--- src/rtl/cpu_control_pkg.sv ---
// cpu_control_pkg: shared constants and decode helpers for the CR16-style
// multicycle controller.
//   - FSM state encoding (FETCH=0, DECODE=1, EXEC=2, MEM=3)
//   - opcode / opext / condition-code constants
//   - PSR bit indices into psrOut {C,Z,F,L,N} = [4:0]
//   - ALUOp_* operation encodings consumed by reg_alu
//   - decode(): maps opcode + imm8 to an instruction class and ALU controls
package cpu_control_pkg;

  typedef enum logic [1:0] {
    FETCH  = 2'd0,
    DECODE = 2'd1,
    EXEC   = 2'd2,
    MEM    = 2'd3
  } state_e;

  // Primary opcodes [15:12]
  localparam logic [3:0] OP_REG   = 4'b0000;
  localparam logic [3:0] OP_MEMJ  = 4'b0100;
  localparam logic [3:0] OP_SHIFT = 4'b1000;
  localparam logic [3:0] OP_BCOND = 4'b1100;

  // ALU opext values; the immediate forms reuse them as opcodes
  localparam logic [3:0] EXT_AND = 4'b0001;
  localparam logic [3:0] EXT_OR  = 4'b0010;
  localparam logic [3:0] EXT_XOR = 4'b0011;
  localparam logic [3:0] EXT_ADD = 4'b0101;
  localparam logic [3:0] EXT_SUB = 4'b1001;
  localparam logic [3:0] EXT_CMP = 4'b1011;
  localparam logic [3:0] EXT_MOV = 4'b1101;
  localparam logic [3:0] EXT_LUI = 4'b1111;

  // Shift opext values
  localparam logic [3:0] EXT_LSH    = 4'b0100;
  localparam logic [3:0] EXT_LSHI_L = 4'b0000;
  localparam logic [3:0] EXT_LSHI_R = 4'b0001;
  localparam logic [3:0] EXT_ARSHI  = 4'b0010;

  // Memory / jump opext values
  localparam logic [3:0] EXT_LOAD  = 4'b0000;
  localparam logic [3:0] EXT_STOR  = 4'b0100;
  localparam logic [3:0] EXT_JAL   = 4'b1000;
  localparam logic [3:0] EXT_JCOND = 4'b1100;

  // Condition codes
  localparam logic [3:0] COND_EQ = 4'b0000;
  localparam logic [3:0] COND_NE = 4'b0001;
  localparam logic [3:0] COND_CS = 4'b0010;
  localparam logic [3:0] COND_CC = 4'b0011;
  localparam logic [3:0] COND_HI = 4'b0100;
  localparam logic [3:0] COND_LS = 4'b0101;
  localparam logic [3:0] COND_GT = 4'b0110;
  localparam logic [3:0] COND_LE = 4'b0111;
  localparam logic [3:0] COND_FS = 4'b1000;
  localparam logic [3:0] COND_FC = 4'b1001;
  localparam logic [3:0] COND_LO = 4'b1010;
  localparam logic [3:0] COND_HS = 4'b1011;
  localparam logic [3:0] COND_LT = 4'b1100;
  localparam logic [3:0] COND_GE = 4'b1101;
  localparam logic [3:0] COND_UC = 4'b1110;

  // PSR bit indices
  localparam int PSR_C = 4;
  localparam int PSR_Z = 3;
  localparam int PSR_F = 2;
  localparam int PSR_L = 1;
  localparam int PSR_N = 0;

  // ALU operation encodings
  localparam logic [4:0] ALUOp_ADD = 5'd0;
  localparam logic [4:0] ALUOp_SUB = 5'd1;
  localparam logic [4:0] ALUOp_CMP = 5'd2;
  localparam logic [4:0] ALUOp_AND = 5'd3;
  localparam logic [4:0] ALUOp_OR  = 5'd4;
  localparam logic [4:0] ALUOp_XOR = 5'd5;
  localparam logic [4:0] ALUOp_MOV = 5'd6;
  localparam logic [4:0] ALUOp_LUI = 5'd7;
  localparam logic [4:0] ALUOp_SLL = 5'd8;
  localparam logic [4:0] ALUOp_SRL = 5'd9;
  localparam logic [4:0] ALUOp_SRA = 5'd10;

  // Mux encodings
  localparam logic [1:0] WB_PC  = 2'b00;
  localparam logic [1:0] WB_ALU = 2'b10;
  localparam logic [1:0] WB_MEM = 2'b11;
  localparam logic [1:0] PC_INC = 2'b00;
  localparam logic [1:0] PC_REL = 2'b01;
  localparam logic [1:0] PC_REG = 2'b10;

  typedef enum logic [2:0] {
    K_ILLEGAL = 3'd0,
    K_ALU     = 3'd1,
    K_BCOND   = 3'd2,
    K_JAL     = 3'd3,
    K_JCOND   = 3'd4,
    K_LOAD    = 3'd5,
    K_STOR    = 3'd6
  } kind_e;

  typedef struct packed {
    kind_e      kind;
    logic [4:0] alu_op;
    logic       imm_sel;   // B operand from imm_in
    logic [7:0] imm;
    logic       rf_write;  // ALU result is written back
  } decode_t;

  // Basic ALU group shared by register (opext) and immediate (opcode) forms.
  // Returns {valid, alu_op}. LUI exists only as an immediate form.
  function automatic logic [5:0] basic_alu(input logic [3:0] code, input logic allow_lui);
    logic [5:0] r;
    r = {1'b1, ALUOp_ADD};
    case (code)
      EXT_ADD: r[4:0] = ALUOp_ADD;
      EXT_SUB: r[4:0] = ALUOp_SUB;
      EXT_CMP: r[4:0] = ALUOp_CMP;
      EXT_AND: r[4:0] = ALUOp_AND;
      EXT_OR:  r[4:0] = ALUOp_OR;
      EXT_XOR: r[4:0] = ALUOp_XOR;
      EXT_MOV: r[4:0] = ALUOp_MOV;
      EXT_LUI: begin
        r[4:0] = ALUOp_LUI;
        r[5]   = allow_lui;
      end
      default: r[5] = 1'b0;
    endcase
    return r;
  endfunction

  // opcode = IR[15:12], imm8 = IR[7:0] (opext is imm8[7:4]).
  function automatic decode_t decode(input logic [3:0] opcode, input logic [7:0] imm8);
    decode_t    d;
    logic [3:0] ext;
    logic [5:0] b;
    ext       = imm8[7:4];
    d.kind    = K_ILLEGAL;
    d.alu_op  = ALUOp_ADD;
    d.imm_sel = 1'b0;
    d.imm     = 8'h00;
    d.rf_write = 1'b0;
    case (opcode)
      OP_REG: begin
        b = basic_alu(ext, 1'b0);
        if (b[5]) begin
          d.kind   = K_ALU;
          d.alu_op = b[4:0];
        end
      end
      OP_SHIFT: begin
        case (ext)
          EXT_LSH: begin
            d.kind   = K_ALU;
            d.alu_op = ALUOp_SLL;
          end
          EXT_LSHI_L, EXT_LSHI_R, EXT_ARSHI: begin
            d.kind    = K_ALU;
            d.imm_sel = 1'b1;
            d.imm     = {4'b0000, imm8[3:0]};
            d.alu_op  = (ext == EXT_LSHI_L) ? ALUOp_SLL :
                        (ext == EXT_LSHI_R) ? ALUOp_SRL : ALUOp_SRA;
          end
          default: d.kind = K_ILLEGAL;
        endcase
      end
      OP_MEMJ: begin
        case (ext)
          EXT_LOAD:  d.kind = K_LOAD;
          EXT_STOR:  d.kind = K_STOR;
          EXT_JAL:   d.kind = K_JAL;
          EXT_JCOND: d.kind = K_JCOND;
          default:   d.kind = K_ILLEGAL;
        endcase
      end
      OP_BCOND: begin
        d.kind = K_BCOND;
        d.imm  = imm8;
      end
      default: begin
        b = basic_alu(opcode, 1'b1);
        if (b[5]) begin
          d.kind    = K_ALU;
          d.alu_op  = b[4:0];
          d.imm_sel = 1'b1;
          d.imm     = imm8;
        end
      end
    endcase
    d.rf_write = (d.kind == K_ALU) && (d.alu_op != ALUOp_CMP);
    return d;
  endfunction

endpackage

--- src/rtl/cpu_control_if.sv ---
// cpu_control_if: control bundle between the instruction controller and the
// datapath (reg_alu, PC unit, memory port).
//   ctrl modport: inst, mem_rdy, psrOut in; every control strobe/select out.
//   dp   modport: the mirror view for the datapath side.
interface cpu_control_if;
  logic [15:0] inst;
  logic        mem_rdy;
  logic [4:0]  psrOut;
  logic        write;
  logic        IMM_MUX;
  logic [1:0]  WB_MUX;
  logic        COND_RSLT;
  logic [3:0]  rSrc;
  logic [3:0]  rDst;
  logic [4:0]  aluOp;
  logic [7:0]  imm_in;
  logic        psr_en;
  logic        pc_en;
  logic [1:0]  pc_sel;
  logic        addr_sel;
  logic        mem_re;
  logic        mem_we;
  logic        illegal;

  modport ctrl (
    input  inst, mem_rdy, psrOut,
    output write, IMM_MUX, WB_MUX, COND_RSLT, rSrc, rDst, aluOp, imm_in,
           psr_en, pc_en, pc_sel, addr_sel, mem_re, mem_we, illegal
  );

  modport dp (
    output inst, mem_rdy, psrOut,
    input  write, IMM_MUX, WB_MUX, COND_RSLT, rSrc, rDst, aluOp, imm_in,
           psr_en, pc_en, pc_sel, addr_sel, mem_re, mem_we, illegal
  );
endinterface

--- src/rtl/cpu_control_cond_eval.sv ---
// cond_eval: combinational branch/jump condition evaluator.
//   cond   in 4 : condition code (IR[11:8])
//   psr    in 5 : flags {C,Z,F,L,N} = [4:0]
//   result out 1: condition holds
module cond_eval
  import cpu_control_pkg::*;
(
  input  logic [3:0] cond,
  input  logic [4:0] psr,
  output logic       result
);
  logic c, z, f, l, n;
  assign c = psr[PSR_C];
  assign z = psr[PSR_Z];
  assign f = psr[PSR_F];
  assign l = psr[PSR_L];
  assign n = psr[PSR_N];

  always_comb begin
    // NOTE: combinational blocks use blocking '=' and give every output a
    // value on every path, otherwise synthesis infers a latch.
    result = 1'b0;
    case (cond)
      COND_EQ: result = z;
      COND_NE: result = !z;
      COND_CS: result = c;
      COND_CC: result = !c;
      COND_HI: result = l;
      COND_LS: result = !l;
      COND_GT: result = n;
      COND_LE: result = !n;
      COND_FS: result = f;
      COND_FC: result = !f;
      COND_LO: result = !l && !z;
      COND_HS: result = l || z;
      COND_LT: result = !n && !z;
      COND_GE: result = n || z;
      COND_UC: result = 1'b1;
      default: result = 1'b0;   // 1111: never
    endcase
  end
endmodule

--- src/rtl/cpu_control.sv ---
// cpu_control: multicycle FETCH/DECODE/EXEC/MEM instruction controller.
//   clk, rst : clock and asynchronous active-high reset
//   bus      : cpu_control_if.ctrl -- instruction/memory handshake and PSR
//              in, all reg_alu / PC / memory controls out.
// Outputs are purely combinational from state and IR; while rst is high they
// are held at their defaults so a reset mid-access drops the memory strobes
// immediately.
module cpu_control
  import cpu_control_pkg::*;
(
  input  logic         clk,
  input  logic         rst,
  cpu_control_if.ctrl  bus
);
  state_e      state_q, state_d;
  logic [15:0] ir_q, ir_d;
  decode_t     dec;
  logic        cond_true;

  logic       write, imm_mux, cond_rslt, psr_en, pc_en, addr_sel;
  logic       mem_re, mem_we, illegal;
  logic [1:0] wb_mux, pc_sel;
  logic [3:0] r_src, r_dst;
  logic [4:0] alu_op;
  logic [7:0] imm_in;

  assign dec = decode(ir_q[15:12], ir_q[7:0]);

  cond_eval u_cond_eval (
    .cond   (ir_q[11:8]),
    .psr    (bus.psrOut),
    .result (cond_true)
  );

  // NOTE: state flops use non-blocking '<=' so every flop samples pre-edge
  // values. IR is reset too: 0x0000 decodes as illegal, so nothing executes
  // from a stale register after reset.
  always_ff @(posedge clk or posedge rst) begin
    if (rst) begin
      state_q <= FETCH;
      ir_q    <= 16'h0000;
    end else begin
      state_q <= state_d;
      ir_q    <= ir_d;
    end
  end

  always_comb begin
    state_d   = state_q;
    ir_d      = ir_q;
    write     = 1'b0;
    imm_mux   = 1'b0;
    wb_mux    = WB_ALU;
    cond_rslt = 1'b0;
    r_src     = 4'h0;
    r_dst     = 4'h0;
    alu_op    = 5'd0;
    imm_in    = 8'h00;
    psr_en    = 1'b0;
    pc_en     = 1'b0;
    pc_sel    = PC_INC;
    addr_sel  = 1'b0;
    mem_re    = 1'b0;
    mem_we    = 1'b0;
    illegal   = 1'b0;

    if (!rst) begin
      // Register indices and operand selects are stable from DECODE onward so
      // the register file read has settled before EXEC/MEM uses it.
      if (state_q != FETCH) begin
        r_src   = ir_q[3:0];
        r_dst   = ir_q[11:8];
        alu_op  = dec.alu_op;
        imm_mux = dec.imm_sel;
        imm_in  = dec.imm;
      end

      case (state_q)
        FETCH: begin
          mem_re = 1'b1;
          if (bus.mem_rdy) begin
            ir_d    = bus.inst;
            pc_en   = 1'b1;
            state_d = DECODE;
          end
        end

        DECODE: begin
          state_d = (dec.kind == K_LOAD || dec.kind == K_STOR) ? MEM : EXEC;
        end

        EXEC: begin
          state_d = FETCH;
          case (dec.kind)
            K_ALU: begin
              write  = dec.rf_write;
              psr_en = 1'b1;
            end
            K_BCOND: begin
              cond_rslt = cond_true;
              if (cond_true) begin
                pc_en  = 1'b1;
                pc_sel = PC_REL;
              end
            end
            K_JAL: begin
              // Link write and PC load share this edge; the PC unit samples
              // dSrc before the write lands, so Rdest==Rsrc is safe.
              write  = 1'b1;
              wb_mux = WB_PC;
              pc_en  = 1'b1;
              pc_sel = PC_REG;
            end
            K_JCOND: begin
              cond_rslt = cond_true;
              if (cond_true) begin
                pc_en  = 1'b1;
                pc_sel = PC_REG;
              end
            end
            default: illegal = 1'b1;
          endcase
        end

        MEM: begin
          addr_sel = 1'b1;
          mem_re   = (dec.kind == K_LOAD);
          mem_we   = (dec.kind == K_STOR);
          if (bus.mem_rdy) begin
            if (dec.kind == K_LOAD) begin
              write  = 1'b1;
              wb_mux = WB_MEM;
            end
            state_d = FETCH;
          end
        end

        default: state_d = FETCH;
      endcase
    end
  end

  assign bus.write     = write;
  assign bus.IMM_MUX   = imm_mux;
  assign bus.WB_MUX    = wb_mux;
  assign bus.COND_RSLT = cond_rslt;
  assign bus.rSrc      = r_src;
  assign bus.rDst      = r_dst;
  assign bus.aluOp     = alu_op;
  assign bus.imm_in    = imm_in;
  assign bus.psr_en    = psr_en;
  assign bus.pc_en     = pc_en;
  assign bus.pc_sel    = pc_sel;
  assign bus.addr_sel  = addr_sel;
  assign bus.mem_re    = mem_re;
  assign bus.mem_we    = mem_we;
  assign bus.illegal   = illegal;

endmodule

--- src/flat_wrapper.sv ---
// flat-port wrapper written by rule: the top's interface ports become plain ports
module cpu_control_flat import cpu_control_pkg::*;
  (clk, rst, bus_inst, bus_mem_rdy, bus_psrOut, bus_write, bus_IMM_MUX, bus_WB_MUX, bus_COND_RSLT, bus_rSrc, bus_rDst, bus_aluOp, bus_imm_in, bus_psr_en, bus_pc_en, bus_pc_sel, bus_addr_sel, bus_mem_re, bus_mem_we, bus_illegal);
  cpu_control_if bus_i ();
  input  logic clk;
  input  logic rst;
  input wire logic [$bits(bus_i.inst)-1:0] bus_inst;
  input wire logic [$bits(bus_i.mem_rdy)-1:0] bus_mem_rdy;
  input wire logic [$bits(bus_i.psrOut)-1:0] bus_psrOut;
  output wire logic [$bits(bus_i.write)-1:0] bus_write;
  output wire logic [$bits(bus_i.IMM_MUX)-1:0] bus_IMM_MUX;
  output wire logic [$bits(bus_i.WB_MUX)-1:0] bus_WB_MUX;
  output wire logic [$bits(bus_i.COND_RSLT)-1:0] bus_COND_RSLT;
  output wire logic [$bits(bus_i.rSrc)-1:0] bus_rSrc;
  output wire logic [$bits(bus_i.rDst)-1:0] bus_rDst;
  output wire logic [$bits(bus_i.aluOp)-1:0] bus_aluOp;
  output wire logic [$bits(bus_i.imm_in)-1:0] bus_imm_in;
  output wire logic [$bits(bus_i.psr_en)-1:0] bus_psr_en;
  output wire logic [$bits(bus_i.pc_en)-1:0] bus_pc_en;
  output wire logic [$bits(bus_i.pc_sel)-1:0] bus_pc_sel;
  output wire logic [$bits(bus_i.addr_sel)-1:0] bus_addr_sel;
  output wire logic [$bits(bus_i.mem_re)-1:0] bus_mem_re;
  output wire logic [$bits(bus_i.mem_we)-1:0] bus_mem_we;
  output wire logic [$bits(bus_i.illegal)-1:0] bus_illegal;
  assign bus_i.inst = bus_inst;
  assign bus_i.mem_rdy = bus_mem_rdy;
  assign bus_i.psrOut = bus_psrOut;
  assign bus_write = bus_i.write;
  assign bus_IMM_MUX = bus_i.IMM_MUX;
  assign bus_WB_MUX = bus_i.WB_MUX;
  assign bus_COND_RSLT = bus_i.COND_RSLT;
  assign bus_rSrc = bus_i.rSrc;
  assign bus_rDst = bus_i.rDst;
  assign bus_aluOp = bus_i.aluOp;
  assign bus_imm_in = bus_i.imm_in;
  assign bus_psr_en = bus_i.psr_en;
  assign bus_pc_en = bus_i.pc_en;
  assign bus_pc_sel = bus_i.pc_sel;
  assign bus_addr_sel = bus_i.addr_sel;
  assign bus_mem_re = bus_i.mem_re;
  assign bus_mem_we = bus_i.mem_we;
  assign bus_illegal = bus_i.illegal;
  cpu_control u_core (.clk(clk), .rst(rst), .bus(bus_i));
endmodule
--- config.mk ---
export PLATFORM = sky130hd
export DESIGN_NAME = cpu_control_flat
export DESIGN_NICKNAME = d
export VERILOG_FILES = /design/src/rtl/cpu_control_pkg.sv /design/src/rtl/cpu_control_if.sv /design/src/rtl/cpu_control_cond_eval.sv /design/src/rtl/cpu_control.sv /design/src/flat_wrapper.sv
export SDC_FILE = /design/constraint.sdc
export NUM_CORES = 1
export LEC_CHECK = 0
export ABC_AREA = 1
export CAP_MARGIN = 20
export CORE_MARGIN = 2
export CORE_UTILIZATION = 46
export DETAILED_ROUTE_END_ITERATION = 10
export PLACE_DENSITY = 0.81
export SLEW_MARGIN = 20
export SYNTH_ARGS = -nofsm -noshare
export SYNTH_HDL_FRONTEND = slang
export SYNTH_SLANG_ARGS = --single-unit
--- constraint.sdc ---
create_clock -name clk -period 3 [get_ports clk]
set_input_delay 0.9 -clock clk [delete_from_list [all_inputs] [get_ports clk]]
set_output_delay 0.9 -clock clk [all_outputs]
set_load 0.01 [all_outputs]
# Word level (Yosys, flattened, before mapping)
# Cells that the tools add are included.
classes:
  n_eq_ne: 48
  n_mux: 68
  n_bitwise: 1
  n_reduce_logical: 28
ops:
  columns: ["operator", "n"]
  rows:
  - ["$eq 4x4->1 const B", 19]
  - ["$pmux 3 s7", 2]
  - ["$eq 4x3->1 const B", 8]
  - ["$mux 1", 30]
  - ["$eq 4x2->1 const B", 6]
  - ["$pmux 3 s4", 2]
  - ["$pmux 8 s3", 1]
  - ["$mux 2", 9]
  - ["$mux 4", 4]
  - ["$mux 8", 2]
  - ["$mux 15", 1]
  - ["$mux 5", 3]
  - ["$pmux 1 s15", 1]
  - ["$pmux 5 s3", 1]
  - ["$eq 4x1->1 const B", 3]
  - ["$logic_not 4->1", 3]
  - ["$pmux 1 s2", 6]
  - ["$reduce_or 4->1", 3]
  - ["$pmux 5 s2", 1]
  - ["$eq 3x3->1 const B", 3]
  - ["$mux 9", 1]
  - ["$pmux 2 s4", 1]
  - ["$reduce_or 8->1", 1]
  - ["$reduce_or 7->1", 1]
  - ["18 further kinds", 33]
word_totals:
  register_bits: 18
  out_inout_bits: 34

# Depth between registers and ports, before layout
depth:
  word_depth: 11
  ltp_mapped: 11
  depth_no_buf: 11

# Modules after synthesis
# A second synthesis with hierarchy kept.
hier_totals:
  hier_cells: 287
  area_unflattened_um2: 1705.4
by_module_without_submodules:
  columns: ["mod", "n_inst", "cells_each", "area_per_inst_um2"]
  rows:
  - ["cpu_control", 1, 229, 1471.4]
  - ["cond_eval", 1, 58, 234.0]

# Worst setup path before layout
# OpenSTA, ideal clock, no wires.
synth_timing:
  kind: "input port to output port"
  from: "in rst"
  to: "out bus_COND_RSLT"
  arrival_ps: 2041
  slack_ps: 59
  stages: 5
  path_buffers: 0
  cell_sequence: "inv_1 nand2_1 a21oi_1 nand2_1 a21oi_1"
synth_via:
  elab_chain_cells: 1
synth_rtl:
  columns: ["element", "line_no", "rtl"]
  rows:
  - ["start, declared", "flat_wrapper.sv:6", "input logic rst;"]
  - ["$mux 1", "cpu_control.sv:67", "if (!rst) begin"]
  - ["end, declared", "flat_wrapper.sv:13", "output wire logic [$bits(bus_i.COND_RSLT)-1:0] bus_COND_RSLT;"]
# No other way between the ends.

# Worst setup path in the final report
layout_timing:
  from: "in rst"
  to: "out bus_imm_in[0]"
layout_via:
  elab_chain_cells: 1
layout_rtl:
  columns: ["element", "line_no", "rtl"]
  rows:
  - ["$mux 8", "cpu_control.sv:67", null]
  - ["end, declared", "flat_wrapper.sv:17", "output wire logic [$bits(bus_i.imm_in)-1:0] bus_imm_in;"]
# No other way between the ends.

==> impl_results.md <==
* Status: finished clean
* Detail Route Antenna Nets at 0
* PwrDens at slightly below 900 nW/um^2
* Post-synth EDFFs at 0
* Synthesis Warnings at 0
* Share of cells above drive strength 1 at 25.5%
* Initial Util at 47.3%
* Fill count at approximately 310
* Max-cap violations at 0
* CP Data Required Time at about 2.1 ns
* Yosys cell types at 24
* Vias in the first global route at about 2.0k
* Total power at approximately 2200 uW
* Post-place setup slack at -0.642 ns
* Post-synth net total at 304
* Max Freq at between 0.3 and 0.4 GHz
* Vias/cell at between 5 and 6
* Die Y at between 60 and 70 um
* Final setup skew at 0.00178 ns
* Synthesized area per cell at 6.21 sq um
* GRT overflow at 0
* Final min period at between 2 and 3 ns
* Placed insts at approximately 380
* First-pass GRT wire length at ~8000 um
* Skew-Pair Late Insertion Delay at ~0.26 ns
* Worst hold margin at approximately 0.57 ns
* Count leader, synth: nand2_1
* Final setup margin at 0.0667 ns
* CTS max path bufs at 2
* First-pass DRT Iterations at 4
* Hold Fails Final Rpt at 0
* H-tree Lvls at 1
* Clock sink total at 18
* WL met1 at approximately 1900 um
* Worst-path clk slew at 0.07 ns
* Critical Path End Type: output port
* Die ar. at ~4200 sq um
* Fin. max-slew vios at 0
* Die Wd at 64.9 um
* Ports at 58
* Tot GR Track Use at a little under a quarter
* Area delta synth->final at 50.5%
* WS Path Type: in2out
* Final #Nets at 375
* Post-synthesis async set-or-reset flop share at 100%
* Initial antenna violation count at 0
* Synthesized instance count at 275
* Via count at approximately 2.0k
* Hold/Removal Path Class: reg2reg
* Top-area cell type share of the netlist area at between 20% and 30%
* Post-Syn Area at about 1700 sq um
* # diodes at 0
* Worst vdd ir at 0.000613 V
* GP Congestion at 0.867
* Met2 wire length at 2460 um
* Site row count at 22
* Final setup fails at 0
* Largest net degree at the start of global routing at 33
* DRC Markers at 0
* Clock root buffer: clkbuf_8
* Synth top area cells: dfrtp_1 26%, nand2_1 15%, nor2_1 10%
* Final core utilization at a little under three quarters
* Synthesis-stage register bit count at 18
* Post-synth top cells: 66 x nand2_1, 46 x nor2_1, 37 x inv_1
* Post-Layout Cell Count at between 300 and 400
* CP startpoint kind: primary input
* Top_reg_cell synth: dfrtp_1
* PortBufs at between 50 and 60
* Post-synth top area cell: dfrtp_1
* CTS tree: built
* Highest metal used: met4
* Metal3 WL at around 220 um
* CTS Buf Count at 3
* Worst EP arrival at about 2.0 ns
* Pleak at about 0.0013 uW
* Total Wirelength at about 4600 um
* Largest fanout on the critical path at 8
* Final Cycle Share at between 90 and 100%
* WL per Instance at 11.8 um
* Sequential fraction of the synthesis area at a little over a quarter
* Detailed Route Iter0 Violations at 60
* Post-detail-place hpwl at ~3500 um
* Core Box Area at approximately 3600 sq um
[what timing repair did]
item,CTS,global route
pin swaps,8,8
gates resized for setup,76,26
setup buffers,7,0
endpoints found under the hold margin,0,0
setup endpoints to repair,33,16
hold buffers,0,0
[state kept, by name, indices dropped and copies added (netlist names)]
register,flops
u_core.state_q,2
u_core.ir_q,16
[through the flow]
| stage | setup TNS (ns) | area (sq um) |
|---|---|---|
| global route | -0.0229 | 2570 |
| CTS | -0.0261 | 2500 |
| finish | 0 | 2570 |
| floorplan | 0 | 1710 |
| detailed placement | -14.73 | 2380 |
| global placement | -13.44 | 2380 |
[path summary, 6_finish.rpt]
kind                                                 end                           from  slack, ns  cells past startpoint
max in group asynchronous     u_core.ir_q[7]$_DFFE_PP0P_                            rst       1.98                      3
setup reg to reg              u_core.ir_q[4]$_DFFE_PP0P_  u_core.state_q[1]$_DFFE_PP0P_       1.40                      7
hold / removal                u_core.ir_q[3]$_DFFE_PP0P_     u_core.ir_q[3]$_DFFE_PP0P_       0.57                      2
hold reg to reg               u_core.ir_q[3]$_DFFE_PP0P_     u_core.ir_q[3]$_DFFE_PP0P_       0.57                      2
setup / recovery                           bus_imm_in[0]                            rst       0.07                      6
min in group asynchronous  u_core.state_q[1]$_DFFE_PP0P_                            rst       0.87                      3
[power breakdown]
group,internal [uW],switching (uW),leakage (uW)
Sequential,371,157,0.000212
Clock,117,88.0,0.0000288
Combinational,583,934,0.00108
Total,1070,1180,0.00132
[cells in the final DEF, fill, tap and decap left out, types with 2 or more instances in the layout]
master,synthesis,layout
clkdlybuf4s15_1,0,4
nand2_1,66,61
nor2_2,7,6
o211ai_1,2,2
clkbuf_8,0,4
a21oi_2,0,2
clkdlybuf4s50_1,0,18
buf_4,1,13
nor2_1,46,41
nand3_2,7,6
a21oi_1,8,6
nand3_1,17,17
nor2_4,3,9
o21bai_1,2,2
dfrtp_1,18,10
inv_2,6,11
o21ai_0,23,22
dfrtp_2,0,8
dlygate4sd2_1,0,28
ha_1,5,5
inv_1,37,31
buf_2,0,3
buf_12,0,2
nor3_1,10,3
nor3_2,0,7
nand2_2,2,6
nand4_1,4,4
nand2_4,3,4
[layout make-up]
| cell class | count | area (sq um) | share of cell area [%] |
|---|---|---|---|
| tap | 48 | 60.1 | 2.34 |
| sequential | 18 | 460 | 17.9 |
| timing repair buffer | 71 | 647 | 25.2 |
| inverter | 43 | 164 | 6.38 |
| clock buffer | 4 | 55.1 | 2.14 |
| multi-input combinational | 209 | 1180 | 46.0 |
[layer usage]
metal,vias up,global-route usage (%)
met1,910,27.1
met4,0,9.31
met5,-,0
li1,1008,-
met3,7,3.30
met2,54,43.8
[worst max-delay path, cell delays in order]
cell,delay [ns]
dlygate4sd2_1,0.30
nor2_4,0.13
buf_4,0.14
nand2_4,0.10
nor3_2,0.19
clkdlybuf4s15_1,0.27
[kinds of logic after synthesis]
logic type | after synthesis | share of synthesized area, %
AO/OA/AOI/OAI | 36 | 12.1
adder cells (fa/ha/maj) | 5 | 3.67
buffers and inverters | 48 | 10.8
flip-flops | 18 | 26.4
other | 1 | 0.220
AND/OR/NAND/NOR | 167 | 46.8
Power figures use the tool's default switching activity.
